--- config.mk ---
export PLATFORM = sky130hd
export DESIGN_NAME = bcd_to_bin_seq
export DESIGN_NICKNAME = d
export VERILOG_FILES = /design/src/rtl/bcd_pkg.sv /design/src/rtl/bcd_mac10.sv /design/src/rtl/bcd_to_bin_seq.sv
export SDC_FILE = /design/constraint.sdc
export NUM_CORES = 1
export LEC_CHECK = 0
export BUFFER_PORTS_ARGS = -buffer_cell sky130_fd_sc_hd__buf_2
export CAP_MARGIN = 5
export CORE_UTILIZATION = 50
export CTS_BUF_LIST = sky130_fd_sc_hd__clkbuf_8
export CTS_CLUSTER_DIAMETER = 30
export DETAILED_ROUTE_END_ITERATION = 6
export PLACE_DENSITY = 0.82
export SLEW_MARGIN = 20
export SYNTH_ARGS = -nofsm -noshare
export SYNTH_HDL_FRONTEND = slang
export SYNTH_HIERARCHICAL = 1
export SYNTH_SLANG_ARGS = --single-unit
--- constraint.sdc ---
create_clock -name clk -period 3.6 [get_ports clk]
set_input_delay 0.36 -clock clk [delete_from_list [all_inputs] [get_ports clk]]
set_output_delay 0.36 -clock clk [all_outputs]
set_load 0.01 [all_outputs]
--- src/rtl/bcd_pkg.sv ---
// bcd_pkg: shared FSM states, digit width and limits for the BCD-to-binary converter (no ports)
package bcd_pkg;
  typedef enum logic [1:0] {IDLE, CONV, DONE} state_t;
  localparam int BCD_W = 4;
  localparam logic [BCD_W-1:0] DIGIT_MAX = 4'd9;
  localparam int BIN_MAX = 4095;
  function automatic logic bcd_bad(input logic [BCD_W-1:0] d);
    return d > DIGIT_MAX;
  endfunction
endpackage

--- src/rtl/bcd_mac10.sv ---
// bcd_mac10: combinational acc_o = acc_i*10 + digit_i by shift-add; in acc_i, digit_i; out acc_o
module bcd_mac10 import bcd_pkg::*; #(
  parameter int ACC_W = 14
) (
  input  logic [ACC_W-1:0] acc_i,
  input  logic [BCD_W-1:0] digit_i,
  output logic [ACC_W-1:0] acc_o
);
  assign acc_o = (acc_i << 3) + (acc_i << 1) + ACC_W'(digit_i);
endmodule

--- src/rtl/bcd_to_bin_seq.sv ---
// bcd_to_bin_seq: 4-digit BCD to binary, one digit per clock; in clk, rst_n, in_valid, thou/hund/tens/ones, out_ready; out in_ready, out_valid, binary, err, ovf
module bcd_to_bin_seq import bcd_pkg::*; #(
  parameter int BIN_W = 12,
  parameter int ACC_W = 14
) (
  input  logic             clk,
  input  logic             rst_n,
  input  logic             in_valid,
  output logic             in_ready,
  input  logic [3:0]       thou,
  input  logic [3:0]       hund,
  input  logic [3:0]       tens,
  input  logic [3:0]       ones,
  output logic             out_valid,
  input  logic             out_ready,
  output logic [BIN_W-1:0] binary,
  output logic             err,
  output logic             ovf
);
  state_t state_q, state_d;
  logic [3:0][BCD_W-1:0] dig_q, dig_d;
  logic [1:0] idx_q, idx_d;
  logic [ACC_W-1:0] acc_q, acc_d, mac;
  logic err_r_q, err_r_d;
  logic [BIN_W-1:0] binary_q, binary_d;
  logic err_q, err_d, ovf_q, ovf_d;
  logic big;
  // digits stored ones..thou so idx 0 selects thousands
  bcd_mac10 #(.ACC_W(ACC_W)) u_mac (.acc_i(acc_q), .digit_i(dig_q[idx_q]), .acc_o(mac));
  assign big = |mac[ACC_W-1:BIN_W];
  always_comb begin
    state_d = state_q;
    dig_d = dig_q;
    idx_d = idx_q;
    acc_d = acc_q;
    err_r_d = err_r_q;
    binary_d = binary_q;
    err_d = err_q;
    ovf_d = ovf_q;
    if (state_q == IDLE && in_valid) begin
      state_d = CONV;
      dig_d = {ones, tens, hund, thou};
      idx_d = '0;
      acc_d = '0;
      err_r_d = bcd_bad(thou) | bcd_bad(hund) | bcd_bad(tens) | bcd_bad(ones);
    end else if (state_q == CONV) begin
      acc_d = mac;
      idx_d = idx_q + 2'd1;
      if (idx_q == 2'd3) begin
        state_d = DONE;
        err_d = err_r_q;
        ovf_d = !err_r_q && big;
        binary_d = err_r_q ? '0 : big ? '1 : mac[BIN_W-1:0];
      end
    end else if (state_q == DONE && out_ready) begin
      state_d = IDLE;
    end
  end
  always_ff @(posedge clk or negedge rst_n) begin
    if (!rst_n) begin
      state_q <= IDLE;
      dig_q <= '0;
      idx_q <= '0;
      acc_q <= '0;
      err_r_q <= 1'b0;
      binary_q <= '0;
      err_q <= 1'b0;
      ovf_q <= 1'b0;
    end else begin
      state_q <= state_d;
      dig_q <= dig_d;
      idx_q <= idx_d;
      acc_q <= acc_d;
      err_r_q <= err_r_d;
      binary_q <= binary_d;
      err_q <= err_d;
      ovf_q <= ovf_d;
    end
  end
  assign in_ready = state_q == IDLE;
  assign out_valid = state_q == DONE;
  assign binary = binary_q;
  assign err = err_q;
  assign ovf = ovf_q;
endmodule

Yosys cells after proc, flatten, opt, wreduce, memory -nomap -nowiden --
Index checks and enable logic that the tools add are counted.
Cells by class: add/subtract/negate cells 3, equality and inequality tests 4, reduce and logical (&&, ||, !) cells 10, bitwise operators 4, order comparisons 5, multiplexer cells 12
Operator list (number):
- $mux W13 | 2
- $mux W12 | 2
- $gt A4 B4 Y1 const B | 4
- $add A14 B14 Y14 | 1
- $add A14 B4 Y14 | 1
- $mux W2 | 6
- $bmux W4 S2 | 1
- $eq A2 B2 Y1 const B | 2
- $mux W4 | 1
- $logic_and A1 B1 Y1 | 3
- $lt A2 B3 Y1 const B | 1
- $ne A3 B2 Y1 const B | 1
- $or A1 B1 Y1 | 3
- $reduce_and A3 Y1 | 1
- $reduce_bool A3 Y1 | 1
- $add A2 B1 Y2 const B | 1
- $eq A2 B1 Y1 const B | 1
- $logic_not A2 Y1 | 1
- $reduce_and A2 Y1 | 1
- $reduce_bool A2 Y1 | 1
- $reduce_or A2 Y1 | 1
- $logic_not A1 Y1 | 1
- $not A1 Y1 | 1
Storage, ports and cells: word-level logic and storage cells 49, register bits 48, output and inout bits 16, input bits 20

Logic depth before layout (Yosys ltp) --
word-level depth 6, mapped depth 15, mapped depth without buffers 13

Hierarchy --
Netlist, hierarchy kept.
By module, submodules not included:
- bcd_to_bin_seq | cells an instance 189, seq. area each 1226.2 um^2, area each 2157.1 um^2, times used 1
- bcd_mac10 | cells an instance 75, seq. area each 0.0 um^2, area each 658.1 um^2, times used 1

Worst setup path after synthesis --
Ideal clock, no wire load.
path kind register -> register, start register idx_q[0], end register binary_q[10], in the netlist binary[10], cell stages (with the launch flop) 16, path buffers 2, required time 3.465 ns, setup time 0.135 ns, slack 0.187 ns, period minus slack after synthesis 3.413 ns, data arrival time 3.279 ns, path through dfrtp_1 buf_2 mux4_2 inv_1 fa_1 inv_1 ha_1 a21oi_1 o211ai_2 o2111ai_2 a31oi_1 xnor2_1 or2_2 clkbuf_1 nor2_1 o31ai_1
Between the ends: word-level cells in the longest chain between the ends 6, elaborated cells between the ends (all ways) 8, those cells by class add/sub (1); eq/ne (1); mux (4); reduce/logical (2)
Ends and longest elaborated chain:
- start: declaration | RTL line bcd_to_bin_seq.sv:22 | logic [1:0] idx_q, idx_d;
- start signal: assignment | RTL line bcd_to_bin_seq.sv:72 | idx_q <= idx_d;
- $bmux W4 S2 | RTL line bcd_to_bin_seq.sv:29 | bcd_mac10 #(.ACC_W(ACC_W)) u_mac (.acc_i(acc_q), .digit_i(dig_q[idx_q]), .acc_o(mac));
- $mux W4 (implied by the code) | RTL line bcd_to_bin_seq.sv:29
- $add A14 B4 Y14 | RTL line bcd_mac10.sv:9 | assign acc_o = (acc_i << 3) + (acc_i << 1) + ACC_W'(digit_i);
- net mac[13] | RTL line bcd_to_bin_seq.sv:23 | logic [ACC_W-1:0] acc_q, acc_d, mac;
- $reduce_or A2 Y1 | RTL line bcd_to_bin_seq.sv:30 | assign big = |mac[ACC_W-1:BIN_W];
- $mux W12 (2 in series) | RTL line bcd_to_bin_seq.sv:53 | binary_d = err_r_q ? '0 : big ? '1 : mac[BIN_W-1:0];
- end signal: assignment | RTL line bcd_to_bin_seq.sv:75 | binary_q <= binary_d;
- end: declaration | RTL line bcd_to_bin_seq.sv:25 | logic [BIN_W-1:0] binary_q, binary_d;
The timed path passes the listed nets, and every way through them passes these cells. The select of a mux whose other input is x is not followed. A chain may end at the register's enable or synchronous reset.

Final worst setup path --
start register idx_q[0], end register binary_q[6], in the netlist binary[6]
Same word-level chain as after synthesis.

==> impl_summary.md <==
Layout
The relative area change from synthesis to final layout is 10.0%. The repair_antennas step left the layout with diodes totalling 0. The ratio of cells with drive above 1 in the final layout is 25.2%. The top cell types in the final layout, fill and taps aside, are 47 x sky130_fd_sc_hd__dfrtp_1, 42 x sky130_fd_sc_hd__nand2_1, 34 x sky130_fd_sc_hd__buf_2, 23 x sky130_fd_sc_hd__ha_1, 22 x sky130_fd_sc_hd__o21ai_0. The area of the multi-input gates is approximately 1500 sq um. The number of filler instances in the final layout is 434. For this run, the post-layout net count is 334. The most common library cell in the layout ignoring fill and taps is sky130_fd_sc_hd__dfrtp_1. The storage element area is around 1200 sq um.

Routing
The detailed-router iteration count before antenna repair is 4. The routed wire length is about 5.4 mm. The average vias per placed instance is 5.46. The detailed router finished its first iteration with 173 violations. For this run, design rule violations remaining after detail routing come to 0. The residual antenna-violating net count after detailed routing is 0.

The routed wirelength normalized by instance count is about 15 microns. Summing over every cut layer, the via total after detailed routing is 1966.

CTS
The number of hold buffers added after CTS was 0. The number of buffers inserted to repair setup after CTS is 0. TritonCTS built the clock tree. The cell sitting at the root of the clock tree is a sky130_fd_sc_hd__clkbuf_8. After clock tree synthesis, the clock-pin slew on the worst setup and hold paths is around 90 ps. The clock tree synthesis step divided the H-tree into 2 levels. The number of clock buffers added by TritonCTS is 5. The clock passes through at most 2 buffers. The clock drives 48 sinks. The post-cts sizing count is 0.

For the worst-skew pair, the clock arrives at the later sink with an insertion delay of between 300 and 400 ps.

Yosys
Synthesis handed over a netlist of 260 instances. The mean instance size in the synthesized netlist is approximately 11 sq um. When the netlist entered floorplanning its net count stood at around 310. The post-synthesis cell area is approximately 2800 sq um. The Yosys step of the flow raised 6 warnings.

Critical path
By startpoint and endpoint, the worst setup path is classified as reg -> reg. STA classifies the critical path endpoint as a flop. The worst-path maximum fanout is 13. STA classifies the critical path startpoint as a flop. The data required time of the critical path is approximately 3800 ps. The worst reg2reg path depth is 12. Data on the critical path arrives at its endpoint at between 3000 and 4000 ps.

Job
Across the run, the number of max-cap violations was 0.

Floorplan
The overall die area is just under 6000 sq um. The floorplan step set the die width to 76.5 microns. The number of rows in the core area is 26. Once the floorplan was initialized, standard cells occupied a little over half of the core.

The total area inside the core boundary comes to about 5200 sq um. The die is about 77 microns tall. The number of ports placed on the die boundary is 36.

STA
The actual slew at the worst max-slew pin is approximately 620 ps. The final clock skew is approximately 8.2 ps. The count of pins over their slew limit is 0.

The final critical path time including I/O delays and setup is 3300 ps. The final clock period utilization by the worst path is between 90 and 100%. Setup total negative slack on the finished layout was measured at 0 ps. The highest clock frequency the design can meet is between 300 and 400 MHz. The worst slew margin relative to its limit is around 58%. Setup repair after global routing left no endpoint under its margin.

The setup violation total in the final timing report is 0. The number of failing hold endpoints at the final stage is 0.

Run status
The flow ran to the end, and the final reports show no timing, DRC or antenna violations.

Placed design
The routability congestion estimate from global placement is 0.888. The final HPWL from detailed placement is roughly 4.0 mm. Buffers placed on the I/O ports in this run total 35.

GRT
The via count of the first global-routing pass came to slightly below 2000. The maximum number of pins on one net before global-route repair is 49. The number of antenna violations at the first check in global routing came to 0.

The global-route usage over all layers is slightly above 20%. The global-route wire length before repair is 9.24 mm. After global routing the overflow that remains totals 0.

Min path
The worst hold path belongs to the class in -> async.
-- state kept, by name, indices dropped and copies added, names as in the netlist --
| name | flops |
|---|---|
| dig_q | 16 |
| state_q | 2 |
| binary | 12 |
| idx_q | 2 |
| err_r_q | 1 |
| acc_q | 13 |
| err | 1 |
| ovf | 1 |
-- through the flow --
stage	utilization [%]	std cells	worst slack, ps	hold WS (ps)	instance area [sq um]
after floorplan	-	260	206	64.4	2780
after global placement	56.3	352	198	459	2950
after detailed placement	56.3	352	140	469	2950
after CTS	58.1	360	102	227	3040
after global routing	58.4	360	56.4	97.9	3060
final	58.4	360	299	46.8	3060
-- path summary, 6_finish.rpt --
path / to / slack (ps) / from
min reg2reg: binary[1] / 490 / binary[1]
min in group clk: state_q[1] / 230 / out_ready
min: binary[8] / 50 / rst_n
max: binary[6] / 300 / idx_q[0]
max reg2reg: binary[6] / 300 / idx_q[0]
max in group asynchronous: idx_q[0] / 3110 / rst_n
-- layout make-up --
cell class	instances	share of cell area (%)
timing repair buffer	37	6.30
clock inverter	2	0.368
sequential	48	39.3
inverter	8	0.982
multi-input combinational	189	47.4
tap	70	2.87
clock buffer	6	2.70
-- worst max-delay path: stages, from the launching register on --
cell,delay (ps)
sky130_fd_sc_hd__dfrtp_2,420
sky130_fd_sc_hd__mux4_2,510
sky130_fd_sc_hd__ha_1,290
sky130_fd_sc_hd__ha_1,240
sky130_fd_sc_hd__fa_1,410
sky130_fd_sc_hd__a21o_1,190
sky130_fd_sc_hd__nand4_1,80
sky130_fd_sc_hd__nand3_1,110
sky130_fd_sc_hd__a211oi_1,260
sky130_fd_sc_hd__xnor2_1,170
sky130_fd_sc_hd__or2_4,230
sky130_fd_sc_hd__nor2_1,60
sky130_fd_sc_hd__o31ai_1,230
-- metal layers --
layer  global-route usage (%)  vias up  routed length (microns)
met5                        0        -                        0
met4                     7.50        0                       76
met3                     3.23        7                      183
met2                     34.3       49                     2730
met1                     25.6      943                     2390
li1                         -      967                        -
Power is not shown: default switching activity piles up to over one toggle a cycle in this logic, so the estimate is an artifact.
